`src/rtl/mac_accum16_pkg.sv`:
```
// Shared widths, defaults and pipeline-stage records for the mac_accum16 MAC front end.
package mac_accum16_pkg;

  localparam int MAC_OP_W      = 16;
  localparam int MAC_PROD_W    = 32;
  localparam int MAC_ACC_W_DEF = 40;
  localparam int MAC_CNT_W_DEF = 16;

  // S1: registered operand pair feeding the combinational multiplier
  typedef struct packed {
    logic signed [MAC_OP_W-1:0] mcand;
    logic signed [MAC_OP_W-1:0] mplier;
    logic                       last;
  } s1_t;

  // S2: registered full-width product
  typedef struct packed {
    logic signed [MAC_PROD_W-1:0] prod;
    logic                         last;
  } s2_t;

  // Two's-complement add overflow from the sign bits of both addends and the sum
  function automatic logic sgn_ovf(input logic a_msb, input logic b_msb, input logic s_msb);
    return (a_msb == b_msb) && (s_msb != a_msb);
  endfunction

endpackage

```
`src/rtl/mac_accum16_if.sv`:
```
// Operand and result streams of mac_accum16; slave is the MAC side, master is the producer/consumer.
interface mac_accum16_if
  import mac_accum16_pkg::*;
#(
  parameter int ACC_W = MAC_ACC_W_DEF,
  parameter int CNT_W = MAC_CNT_W_DEF
);

  logic                       in_valid;
  logic                       in_ready;
  logic signed [MAC_OP_W-1:0] in_mcand;
  logic signed [MAC_OP_W-1:0] in_mplier;
  logic                       in_last;
  logic                       out_valid;
  logic                       out_ready;
  logic signed [ACC_W-1:0]    out_data;
  logic [CNT_W-1:0]           out_count;
  logic                       out_ovf;

  modport master (
    output in_valid, in_mcand, in_mplier, in_last, out_ready,
    input  in_ready, out_valid, out_data, out_count, out_ovf
  );

  modport slave (
    input  in_valid, in_mcand, in_mplier, in_last, out_ready,
    output in_ready, out_valid, out_data, out_count, out_ovf
  );

endinterface

```
`src/rtl/mac_acc_stage.sv`:
```
// S3: accumulator, term counter and sticky overflow, plus the held result register for the output stream.
module mac_acc_stage
  import mac_accum16_pkg::*;
#(
  parameter int ACC_W = MAC_ACC_W_DEF,
  parameter int CNT_W = MAC_CNT_W_DEF
) (
  input  logic                         clk,
  input  logic                         rst,
  input  logic                         en_i,
  input  logic                         vld_i,
  input  logic                         last_i,
  input  logic signed [MAC_PROD_W-1:0] prod_i,
  output logic                         out_valid_o,
  output logic signed [ACC_W-1:0]      out_data_o,
  output logic [CNT_W-1:0]             out_count_o,
  output logic                         out_ovf_o
);

  logic signed [ACC_W-1:0] acc_q, acc_d, addend, sum;
  logic [CNT_W-1:0]        cnt_q, cnt_d, cnt_inc;
  logic                    ovf_q, ovf_d, add_ovf;
  logic                    out_valid_q, out_valid_d;
  logic signed [ACC_W-1:0] out_data_q, out_data_d;
  logic [CNT_W-1:0]        out_count_q, out_count_d;
  logic                    out_ovf_q, out_ovf_d;

  assign addend  = ACC_W'(prod_i);
  assign sum     = acc_q + addend;
  assign add_ovf = sgn_ovf(acc_q[ACC_W-1], addend[ACC_W-1], sum[ACC_W-1]);
  assign cnt_inc = (&cnt_q) ? cnt_q : cnt_q + 1'b1;

  always_comb begin
    acc_d       = acc_q;
    cnt_d       = cnt_q;
    ovf_d       = ovf_q;
    out_valid_d = out_valid_q;
    out_data_d  = out_data_q;
    out_count_d = out_count_q;
    out_ovf_d   = out_ovf_q;
    if (en_i) begin
      // en implies any pending result is being taken, so valid only survives via a new last
      out_valid_d = vld_i && last_i;
      if (vld_i) begin
        if (last_i) begin
          out_data_d  = sum;
          out_count_d = cnt_inc;
          out_ovf_d   = ovf_q | add_ovf;
          acc_d       = '0;
          cnt_d       = '0;
          ovf_d       = 1'b0;
        end else begin
          acc_d = sum;
          cnt_d = cnt_inc;
          ovf_d = ovf_q | add_ovf;
        end
      end
    end
  end

  always_ff @(posedge clk or posedge rst) begin
    if (rst) begin
      acc_q       <= '0;
      cnt_q       <= '0;
      ovf_q       <= 1'b0;
      out_valid_q <= 1'b0;
      out_data_q  <= '0;
      out_count_q <= '0;
      out_ovf_q   <= 1'b0;
    end else begin
      acc_q       <= acc_d;
      cnt_q       <= cnt_d;
      ovf_q       <= ovf_d;
      out_valid_q <= out_valid_d;
      out_data_q  <= out_data_d;
      out_count_q <= out_count_d;
      out_ovf_q   <= out_ovf_d;
    end
  end

  assign out_valid_o = out_valid_q;
  assign out_data_o  = out_data_q;
  assign out_count_o = out_count_q;
  assign out_ovf_o   = out_ovf_q;

endmodule

```
`src/rtl/mplier16x16.sv`:
```
// Combinational signed 16x16 multiplier; the 32-bit result holds every product, including -32768*-32768.
module mplier16x16
  import mac_accum16_pkg::*;
(
  input  logic signed [MAC_OP_W-1:0]   mcand_i,
  input  logic signed [MAC_OP_W-1:0]   mplier_i,
  output logic signed [MAC_PROD_W-1:0] prod_o
);

  assign prod_o = MAC_PROD_W'(mcand_i) * MAC_PROD_W'(mplier_i);

endmodule

```
`src/rtl/mac_accum16.sv`:
```
// Pipelined signed 16x16 MAC: S1 operand regs, S2 product reg, S3 accumulate; one global stall on output backpressure.
module mac_accum16
  import mac_accum16_pkg::*;
#(
  parameter int ACC_W = MAC_ACC_W_DEF,
  parameter int CNT_W = MAC_CNT_W_DEF
) (
  input  logic         clk,
  input  logic         rst,
  mac_accum16_if.slave io
);

  logic                         en, accept;
  logic [1:0]                   vld_pipe_q, vld_pipe_d;
  s1_t                          s1_q, s1_d;
  s2_t                          s2_q, s2_d;
  logic signed [MAC_PROD_W-1:0] prod;

  // Whole pipe freezes, bubbles included, while a result waits on the consumer
  assign en          = !(io.out_valid && !io.out_ready);
  assign io.in_ready = !rst && en;
  assign accept      = io.in_valid && io.in_ready;

  always_comb begin
    vld_pipe_d = vld_pipe_q;
    s1_d       = s1_q;
    s2_d       = s2_q;
    if (en) begin
      vld_pipe_d = {vld_pipe_q[0], accept};
      s2_d       = '{prod: prod, last: s1_q.last};
      if (accept)
        s1_d = '{mcand: io.in_mcand, mplier: io.in_mplier, last: io.in_last};
    end
  end

  always_ff @(posedge clk or posedge rst) begin
    if (rst) begin
      vld_pipe_q <= '0;
      s1_q       <= '0;
      s2_q       <= '0;
    end else begin
      vld_pipe_q <= vld_pipe_d;
      s1_q       <= s1_d;
      s2_q       <= s2_d;
    end
  end

  mplier16x16 u_mul (
    .mcand_i  (s1_q.mcand),
    .mplier_i (s1_q.mplier),
    .prod_o   (prod)
  );

  mac_acc_stage #(
    .ACC_W (ACC_W),
    .CNT_W (CNT_W)
  ) u_acc (
    .clk         (clk),
    .rst         (rst),
    .en_i        (en),
    .vld_i       (vld_pipe_q[1]),
    .last_i      (s2_q.last),
    .prod_i      (s2_q.prod),
    .out_valid_o (io.out_valid),
    .out_data_o  (io.out_data),
    .out_count_o (io.out_count),
    .out_ovf_o   (io.out_ovf)
  );

endmodule

```
`src/flat_wrapper.sv`:
```
// flat-port wrapper written by rule: the top's interface ports become plain ports
module mac_accum16_flat import mac_accum16_pkg::*;
#(
  parameter int ACC_W = MAC_ACC_W_DEF,
  parameter int CNT_W = MAC_CNT_W_DEF
)
  (clk, rst, io_in_valid, io_in_mcand, io_in_mplier, io_in_last, io_out_ready, io_in_ready, io_out_valid, io_out_data, io_out_count, io_out_ovf);
  mac_accum16_if #(.ACC_W(ACC_W), .CNT_W(CNT_W)) io_i ();
  input  logic clk;
  input  logic rst;
  input wire logic [$bits(io_i.in_valid)-1:0] io_in_valid;
  input wire logic [$bits(io_i.in_mcand)-1:0] io_in_mcand;
  input wire logic [$bits(io_i.in_mplier)-1:0] io_in_mplier;
  input wire logic [$bits(io_i.in_last)-1:0] io_in_last;
  input wire logic [$bits(io_i.out_ready)-1:0] io_out_ready;
  output wire logic [$bits(io_i.in_ready)-1:0] io_in_ready;
  output wire logic [$bits(io_i.out_valid)-1:0] io_out_valid;
  output wire logic [$bits(io_i.out_data)-1:0] io_out_data;
  output wire logic [$bits(io_i.out_count)-1:0] io_out_count;
  output wire logic [$bits(io_i.out_ovf)-1:0] io_out_ovf;
  assign io_i.in_valid = io_in_valid;
  assign io_i.in_mcand = io_in_mcand;
  assign io_i.in_mplier = io_in_mplier;
  assign io_i.in_last = io_in_last;
  assign io_i.out_ready = io_out_ready;
  assign io_in_ready = io_i.in_ready;
  assign io_out_valid = io_i.out_valid;
  assign io_out_data = io_i.out_data;
  assign io_out_count = io_i.out_count;
  assign io_out_ovf = io_i.out_ovf;
  mac_accum16 #(.ACC_W(ACC_W), .CNT_W(CNT_W)) u_core (.clk(clk), .rst(rst), .io(io_i));
endmodule
```
`config.mk`:
```
export PLATFORM = sky130hd
export DESIGN_NAME = mac_accum16_flat
export DESIGN_NICKNAME = d
export VERILOG_FILES = /design/src/rtl/mac_accum16_pkg.sv /design/src/rtl/mac_accum16_if.sv /design/src/rtl/mac_acc_stage.sv /design/src/rtl/mplier16x16.sv /design/src/rtl/mac_accum16.sv /design/src/flat_wrapper.sv
export SDC_FILE = /design/constraint.sdc
export NUM_CORES = 1
export LEC_CHECK = 0
export ABC_CLOCK_PERIOD_IN_PS = 7100
export CORE_UTILIZATION = 60
export DETAILED_ROUTE_END_ITERATION = 10
export PLACE_DENSITY = 0.8
export SYNTH_ARGS = -nofsm -noshare
export SYNTH_HDL_FRONTEND = slang
export SYNTH_SLANG_ARGS = --single-unit
```
`constraint.sdc`:
```
create_clock -name clk -period 7.1 [get_ports clk]
set_clock_uncertainty 0.1 [all_clocks]
set_input_delay 1.065 -clock clk [delete_from_list [all_inputs] [get_ports clk]]
set_output_delay 1.065 -clock clk [all_outputs]
set_load 0.005 [all_outputs]
```
## Yosys cells after proc, flatten, opt, wreduce, memory -nomap -nowiden

Cells that the tools add are included.

| storage, ports and cells | value |
|---|---|
| flip-flop bits (word level) | 183 |
| bits in latches | 0 |
| RAM bits | 0 |
| bits in read-only memories | 0 |
| input port bits | 37 |
| memories kept | 0 |

| cells by class | value |
|---|---|
| $add $sub $neg | 2 |
| multiply operators | 1 |
| div/mod/pow operators | 0 |
| $lt $le $gt $ge | 0 |
| equal/unequal tests | 2 |
| shift operators | 0 |
| mux-type cells | 4 |
| bitwise logic cells | 2 |
| reduce and logical (&&, ||, !) cells | 12 |

Operator list:

| operator | count |
|---|---|
| $add 40x32->40 | 1 |
| $mux 40 | 1 |
| $mul 16x16->32 | 1 |
| $mux 16 | 2 |
| $add 16x1->16 const B | 1 |
| $reduce_and 16->1 | 1 |
| $logic_and 1x1->1 | 5 |
| $reduce_and 2->1 | 2 |
| $logic_not 1->1 | 3 |
| $reduce_and 3->1 | 1 |
| $eq 1x1->1 | 1 |
| $mux 1 | 1 |
| $ne 1x1->1 | 1 |
| $not 1->1 | 1 |
| $or 1x1->1 | 1 |

## Longest topological paths before layout

Gate-level depths: netlist of run 1.

| logic depth | value |
|---|---|
| depth in word-level cells | 6 |
| gate-level depth with buffers | 25 |

## Cells and area by module

From an unflattened synthesis of run 1, not the netlist that was laid out.

| second synthesis, totals | value |
|---|---|
| cell total of the unflattened synthesis | 2074 |
| area total of the unflattened synthesis | 19299.8 um2 |

Modules (own cells, without submodules):

| module | instances | cells each | area an instance (um2) | sequential area each (um2) |
|---|---|---|---|---|
| mplier16x16 | 1 | 1118 | 10065.9 | 0.0 |
| mac_acc_stage | 1 | 736 | 6548.8 | 2877.8 |
| mac_accum16 | 1 | 220 | 2685.1 | 1701.6 |

## Worst setup path before layout of run 1

Ideal clock, no wire load.

| timing path | value |
|---|---|
| kind | in2reg |
| start | input port rst |
| end | register u_core.s1_q[0] (netlist name) |
| library setup time | 125 ps |
| data arrival time | 6384 ps |
| required time | 6875 ps |
| setup slack | 491 ps |
| cell stages on the path | 5 |
| cells stage by stage | inv_1 -> and3_1 -> clkbuf_1 -> clkbuf_1 -> mux2_2 |

| between the ends | value |
|---|---|
| word-level cells in the longest chain between the ends | 4 |

Ends and longest elaborated chain:

| item | line | RTL |
|---|---|---|
| start, declared | flat_wrapper.sv:10 | `input logic rst;` |
| $logic_not 1->1 | mac_accum16.sv:21 | `assign io.in_ready = !rst && en;` |
| $logic_and 1x1->1 | mac_accum16.sv:21 |  |
| $logic_and 1x1->1 | mac_accum16.sv:22 | `assign accept = io.in_valid && io.in_ready;` |
| $reduce_and 2->1 (no line) | n/a |  |
| end signal, assigned | mac_accum16.sv:39 | `s1_q <= '0;` |
| end signal, assigned | mac_accum16.sv:43 | `s1_q <= s1_d;` |
| end, declared | mac_accum16.sv:15 | `s1_t s1_q, s1_d;` |

No other way between the ends.
A chain may end at the register's enable or synchronous reset.

## Worst setup path after layout of run 1

| timing path | value |
|---|---|
| start | register u_core.s1_q[3] (netlist name) |
| end | register u_core.s2_q[31] (netlist name) |

| between the ends | value |
|---|---|
| word-level cells in the longest chain between the ends | 1 |

Ends and longest elaborated chain:

| item | line | RTL |
|---|---|---|
| $mul 16x16->32 | mplier16x16.sv:10 | `assign prod_o = MAC_PROD_W'(mcand_i) * MAC_PROD_W'(mplier_i);` |
| end signal, assigned | mac_accum16.sv:40 | `s2_q <= '0;` |
| end signal, assigned | mac_accum16.sv:44 | `s2_q <= s2_d;` |
| end, declared | mac_accum16.sv:16 | `s2_t s2_q, s2_d;` |

No other way between the ends.

==> results of run 1 <==
per-layer routing:
layer	vias to the layer above	part of all wire (%)	global-route usage (%)
li1	6512	-	-
met1	6940	45	39.6
met2	470	48	47.1
met3	59	6.0	4.49
met4	0	1.5	6.12
met5	-	0	0
area by class of cell:
cell class / instances / area share, %
Clock buffer: 20 / 2.23
Clock inverter: 12 / 0.860
Inverter: 315 / 5.68
Multi-Input combinational cell: 1434 / 61.9
Sequential cell: 183 / 21.8
Tap cell: 396 / 2.36
Timing Repair Buffer: 111 / 5.11
cells by family (layout without fill, tap and decap cells):
logic type	Yosys count	after routing	share of synthesized area (%)
simple gates	611	611	15.4
buf+inv	393	458	7.79
fa+ha+maj	385	385	35.7
compound gates	310	310	10.5
flops	183	183	24.1
xor+xnor	79	79	3.71
mux	49	49	2.88
registers in the layout (all words and copies together) (netlist names):
register / cells
u_core.u_acc.acc_q: 40
u_core.u_acc.out_data_o: 40
u_core.s1_q: 33
u_core.s2_q: 33
u_core.u_acc.cnt_q: 16
u_core.u_acc.out_count_o: 16
u_core.vld_pipe_q: 2
u_core.u_acc.out_ovf_o: 1
u_core.u_acc.out_valid_o: 1
u_core.u_acc.ovf_q: 1
through the flow:
step	utilization, %	setup WS (ns)	hold WS [ns]	cells
floorplan	-	0.491	0.343	2010
global placement	65.7	0.730	0.348	2439
detailed placement	65.7	0.527	0.358	2439
CTS	67.8	0.534	0.373	2471
global route	67.8	0.0885	0.395	2471
finish	67.8	0.453	0.366	2471
worst min-delay path: cells and delay by family (launching register included):
| family | cells | cell delay, ns |
|---|---|---|
| AND/OR/NAND/NOR | 2 | 0.10 |
| flip-flops | 1 | 0.34 |
worst max path at each step:
stage	start	endpoint	slack (ns)	depth (start not counted)
2_1_floorplan	rst	u_core.s1_q[0]	0.49	5
3_3_place_gp	u_core.s1_q[3]	u_core.s2_q[31]	0.73	20
3_5_place_dp	u_core.s1_q[3]	u_core.s2_q[31]	0.53	20
4_1_cts	u_core.s1_q[3]	u_core.s2_q[31]	0.53	20
5_1_grt	u_core.s1_q[3]	u_core.s2_q[31]	0.09	20
6_report	u_core.s1_q[3]	u_core.s2_q[31]	0.45	20
layout by cell type, fill, tap and decap left out, types with 15 or more instances in the layout:
cell / n
xnor2_1: 55
fa_1: 263
a22o_1: 26
o21ai_0: 87
nand2_1: 300
xor2_1: 23
a21o_1: 37
ha_1: 122
buf_4: 16
and3_1: 15
nor2_1: 66
dfrtp_1: 183
mux2_2: 42
a21oi_1: 80
nand3_1: 22
and2_1: 129
clkbuf_16: 17
clkdlybuf4s50_1: 95
inv_1: 313
==> results.yml, run 1 <==
status:
  status: "completed"
hold_path:
  hold_path_end: "u_core.u_acc.out_data_o[35]"
  hold_path_class: "reg2reg"
  hp-start: "u_core.u_acc.out_data_o[35]"
  holdPathStages: 2
placement:
  gp_congestion: 0.978
  io_buffers: 95
  hpwl_microns: 35100
  dpl_cell_area_sq_um: 20300
clock_tree:
  cts_sinks: 183
  cts_hold_buffers: 0
  cts_setup_buffers: 0
  cts_buffers: 17
  htree_levels: 4
  clk_latency_ns: 0.45
  cts_resized: 0
  cts_root_buf: "clkbuf_16"
  clk_path_buf_depth: 2
  cts_tree: "built"
  clkSlewWorstSetupHoldPaths_ns: 0.07
yosys:
  synth_seq_cells: 183
  yosys_warnings: 0
  synth_nets: 2432
  synth_area_leaders: "fa_1 (28%), dfrtp_1 (24%), ha_1 (8.0%)"
  ys.flop_type: "dfrtp_1"
  yosysSeqAreaShare_pct: 24.1
  yosysTopAreaCellShare_pct: 27.7
  synth_top_area_cell: "fa_1"
  synth-edff-count: 0
  yosysMostFrequentCell: "inv_1"
  syn_inst: 2010
  synthTopCellsByCount: "inv_1 (314), nand2_1 (302), fa_1 (263)"
  synthArstFlopShare_pct: 100
  syn_area_sq_um: 19000
  synth.avg_cell_area_sq_um: 9.47
  yosysUniqueCellTypes: 76
setup_path:
  worst-path-buf-inv: 3
  r2r-end: "u_core.s2_q[31]"
  crit_type: "reg2reg"
  worstSetupEndpointType: "flop"
  start_kind: "flop"
  crit_family: "adder cells"
  critPathArrivalTime_ns: 6.89
  cp_common_cell: "fa_1"
  crit_required_ns: 7.34
  path_cells: "nand2_1 -> fa_1 -> inv_1 -> fa_1 -> inv_1 -> fa_1 -> fa_1 -> fa_1 -> fa_1 -> inv_1 -> ha_1 -> a21oi_1 -> o21bai_1 -> a21oi_1 -> o21ai_0 -> a21oi_1 -> o21ai_0 -> a211oi_1 -> nor4b_1 -> a211o_1"
  cpPeakStageDelay_ns: 0.72
  rr_worst_depth: 20
  path_max_fanout: 17
  reg2reg_from: "u_core.s1_q[3]"
  cp_slowest_cell: "fa_1"
  reg2reg_setup_slack_ns: 0.45
global_routing:
  overflow: 0
  grt_pass1_wl_microns: 72900
  grt_max_degree: 120
  grt_pass1_vias: 14200
  grt_use_total_pct: 28.4
  grt_antenna_before_repair: 0
detailed_routing:
  post_drt_wl_per_cell_microns: 18.0
  vias: 14000
  firstDrtPassIters: 5
  remaining_drc_errors: 0
  wirelength_microns: 44500
  ant_nets: 0
  drt_iter0_drc: 1096
  routed_via_density: 5.66
cells_and_area:
  fill_cells: 2415
  n_antenna_cell: 0
  nNetsFinal: 2484
  multi_input_area_sq_um: 13000
  final_area_sq_um: 21000
  post_route_cells_drive_above_1_share_pct: 5.98
  areaGrowthSynthToFinish_pct: 10.2
  ff_latch_area_sq_um: 4580
floorplanning:
  core_area_sq_um: 30900
  die_y_microns: 180
  ios: 96
  fp.dieArea_sq_um: 32400
  start_util_pct: 61.6
  fp.dieW_microns: 180
  rows: 64
sta:
  max_freq_mhz: 150
  rsz0062_at_grt: "no"
  hold_viol_final: 0
  timing.final.crit_share_pct: 93.6
  tightest_slew_ns: 0.975
  final_max_slew_viol_count: 0
  slew_headroom_pct: 35.0
  setup_viol: 0
  fin_crit_ns: 6.65
  fin_tns_setup_ns: 0
job:
  drv_cap: 0
Power of run 1 is not shown: default switching activity piles up to over one toggle a cycle in this logic, so the estimate is an artifact.
==> inputs of run 2 (changes only) <==
--- a/config.mk
+++ b/config.mk
@@ -5,7 +5,8 @@
 export SDC_FILE = /design/constraint.sdc
 export NUM_CORES = 1
 export LEC_CHECK = 0
-export ABC_CLOCK_PERIOD_IN_PS = 7100
+export ABC_CLOCK_PERIOD_IN_PS = 7600
+export CORE_MARGIN = 2
 export CORE_UTILIZATION = 60
 export DETAILED_ROUTE_END_ITERATION = 10
 export PLACE_DENSITY = 0.8
==> constraint.sdc (replaced) <==
create_clock -name clk -period 7.6 [get_ports clk]
set_clock_uncertainty 0.1 [all_clocks]
set_input_delay 1.14 -clock clk [delete_from_list [all_inputs] [get_ports clk]]
set_output_delay 1.14 -clock clk [all_outputs]
set_load 0.005 [all_outputs]
==> run 2 against run 1 <==
Net effect:
- global-route usage is 0.58 points lower
- cell count is 0.12% lower
- flip-flop and latch count stayed put
- core utilization is 1.4 points lower
- worst hold slack better by 0.0011 ns
- largest cell class unchanged
==> results.yml, run 2 (same netlist as run 1, synthesis figures left out) <==
detailed_routing:
  ant_nets: 0
  routed_via_density: 5.76
  firstDrtPassIters: 6
  drt_iter0_drc: 1244
  post_drt_wl_per_cell_microns: 17.8
  vias: 14200
  wirelength_microns: 44000
  remaining_drc_errors: 0
global_routing:
  grt_max_degree: 119
  grt_antenna_before_repair: 0
  grt_use_total_pct: 27.8
  grt_pass1_wl_microns: 73600
  grt_pass1_vias: 14700
  overflow: 0
setup_path:
  path_cells: "nand2_1 -> fa_1 -> inv_1 -> fa_1 -> inv_1 -> fa_1 -> fa_1 -> fa_1 -> fa_1 -> inv_1 -> ha_1 -> a21oi_1 -> o21bai_1 -> a21oi_1 -> o21ai_0 -> a21oi_1 -> o21ai_0 -> a211oi_1 -> nor4b_1 -> a211o_1"
  worstSetupEndpointType: "flop"
  start_kind: "flop"
  critPathArrivalTime_ns: 6.97
  crit_required_ns: 7.84
  cpPeakStageDelay_ns: 0.71
  cp_common_cell: "fa_1"
  worst-path-buf-inv: 3
  crit_family: "adder cells"
  path_max_fanout: 17
  cp_slowest_cell: "dfrtp_1"
  crit_type: "reg2reg"
  reg2reg_setup_slack_ns: 0.87
floorplanning:
  fp.dieW_microns: 182
  core_area_sq_um: 31400
  start_util_pct: 60.6
  die_y_microns: 182
  fp.dieArea_sq_um: 33100
  rows: 65
  ios: 96
clock_tree:
  cts_buffers: 17
  clkSlewWorstSetupHoldPaths_ns: 0.08
  cts_root_buf: "clkbuf_16"
  cts_setup_buffers: 0
  cts_tree: "built"
  cts_hold_buffers: 0
  cts_sinks: 183
  clk_latency_ns: 0.46
  clk_path_buf_depth: 2
  htree_levels: 4
  cts_resized: 0
status:
  status: "completed"
sta:
  final_max_slew_viol_count: 0
  timing.final.crit_share_pct: 88.5
  max_freq_mhz: 149
  slew_headroom_pct: 19.8
  tightest_slew_ns: 1.20
  rsz0062_at_grt: "no"
  fin_tns_setup_ns: 0
  setup_viol: 0
  fin_crit_ns: 6.73
  hold_viol_final: 0
placement:
  gp_congestion: 0.943
  hpwl_microns: 34200
  io_buffers: 95
cells_and_area:
  areaGrowthSynthToFinish_pct: 9.65
  post_route_cells_drive_above_1_share_pct: 5.52
  multi_input_area_sq_um: 13000
  fill_cells: 2442
  n_antenna_cell: 0
  final_common_cell: "inv_1"
  nNetsFinal: 2475
  ff_latch_area_sq_um: 4580
  final_cell_mix: "inv_1 (313), nand2_1 (300), fa_1 (263), dfrtp_1 (183), and2_1 (129)"
job:
  drv_cap: 0
hold_path:
  hold_path_class: "reg2reg"
## run 2: cell types whose count changed in the layout (fill, tap and decap cells not counted), moves of 2 or more
cell      before  now
buf_4         16    7
inv_6          4    1
clkinv_4       1    3
clkbuf_8       3    1
## run 2: cell type report
cell class,count,area share (%)
clock buffer,19,2.12
clock inverter,13,0.792
inverter,315,5.70
multi-input combinational,1434,62.2
sequential,183,22.0
tap,402,2.41
timing repair buffer,102,4.81
## run 2: routing by layer
metal,up-vias,part of all wire [%],track usage [%]
met4,0,1.8,6.94
li1,6488,-,-
met5,-,0,0
met1,7146,44,38.7
met3,87,6.3,5.17
met2,507,48,45.4
## run 2: worst min-delay path, delay by kind of cell, from the launching register on
family        cells  cell delay (ns)
flops             1             0.34
simple gates      2             0.10
## run 2: worst paths after layout
check,cells after the start,start,to
max in group asynchronous,3,rst,u_core.u_acc.out_data_o[10]
max,20,u_core.s1_q[3],u_core.s2_q[31]
min in group asynchronous,2,rst,u_core.u_acc.out_count_o[0]
max reg2reg,20,u_core.s1_q[3],u_core.s2_q[31]
min reg2reg,2,u_core.u_acc.out_data_o[35],u_core.u_acc.out_data_o[35]
min,2,u_core.u_acc.out_data_o[35],u_core.u_acc.out_data_o[35]
## run 2: through the flow
step	instances	area (sq um)	worst slack, ns	hold WS [ns]	util (%)
after floorplan	2010	19000	0.916	0.343	-
after detailed placement	2436	20300	0.979	0.362	64.5
final	2468	20900	0.871	0.367	66.5
after global placement	2436	20300	1.19	0.349	64.5
after CTS	2468	20900	0.955	0.378	66.5
after global routing	2468	20900	0.571	0.389	66.5
Power of run 2 is left out for the same reason.
==> inputs of run 3 (changes only) <==
--- a/config.mk
+++ b/config.mk
@@ -5,7 +5,6 @@
 export SDC_FILE = /design/constraint.sdc
 export NUM_CORES = 1
 export LEC_CHECK = 0
-export ABC_CLOCK_PERIOD_IN_PS = 7600
 export CORE_MARGIN = 2
 export CORE_UTILIZATION = 60
 export DETAILED_ROUTE_END_ITERATION = 10
==> results of run 3 <==
Same layout as run 2: the final DEF is identical, and so are final timing and power.
Power of run 3 is left out for the same reason.
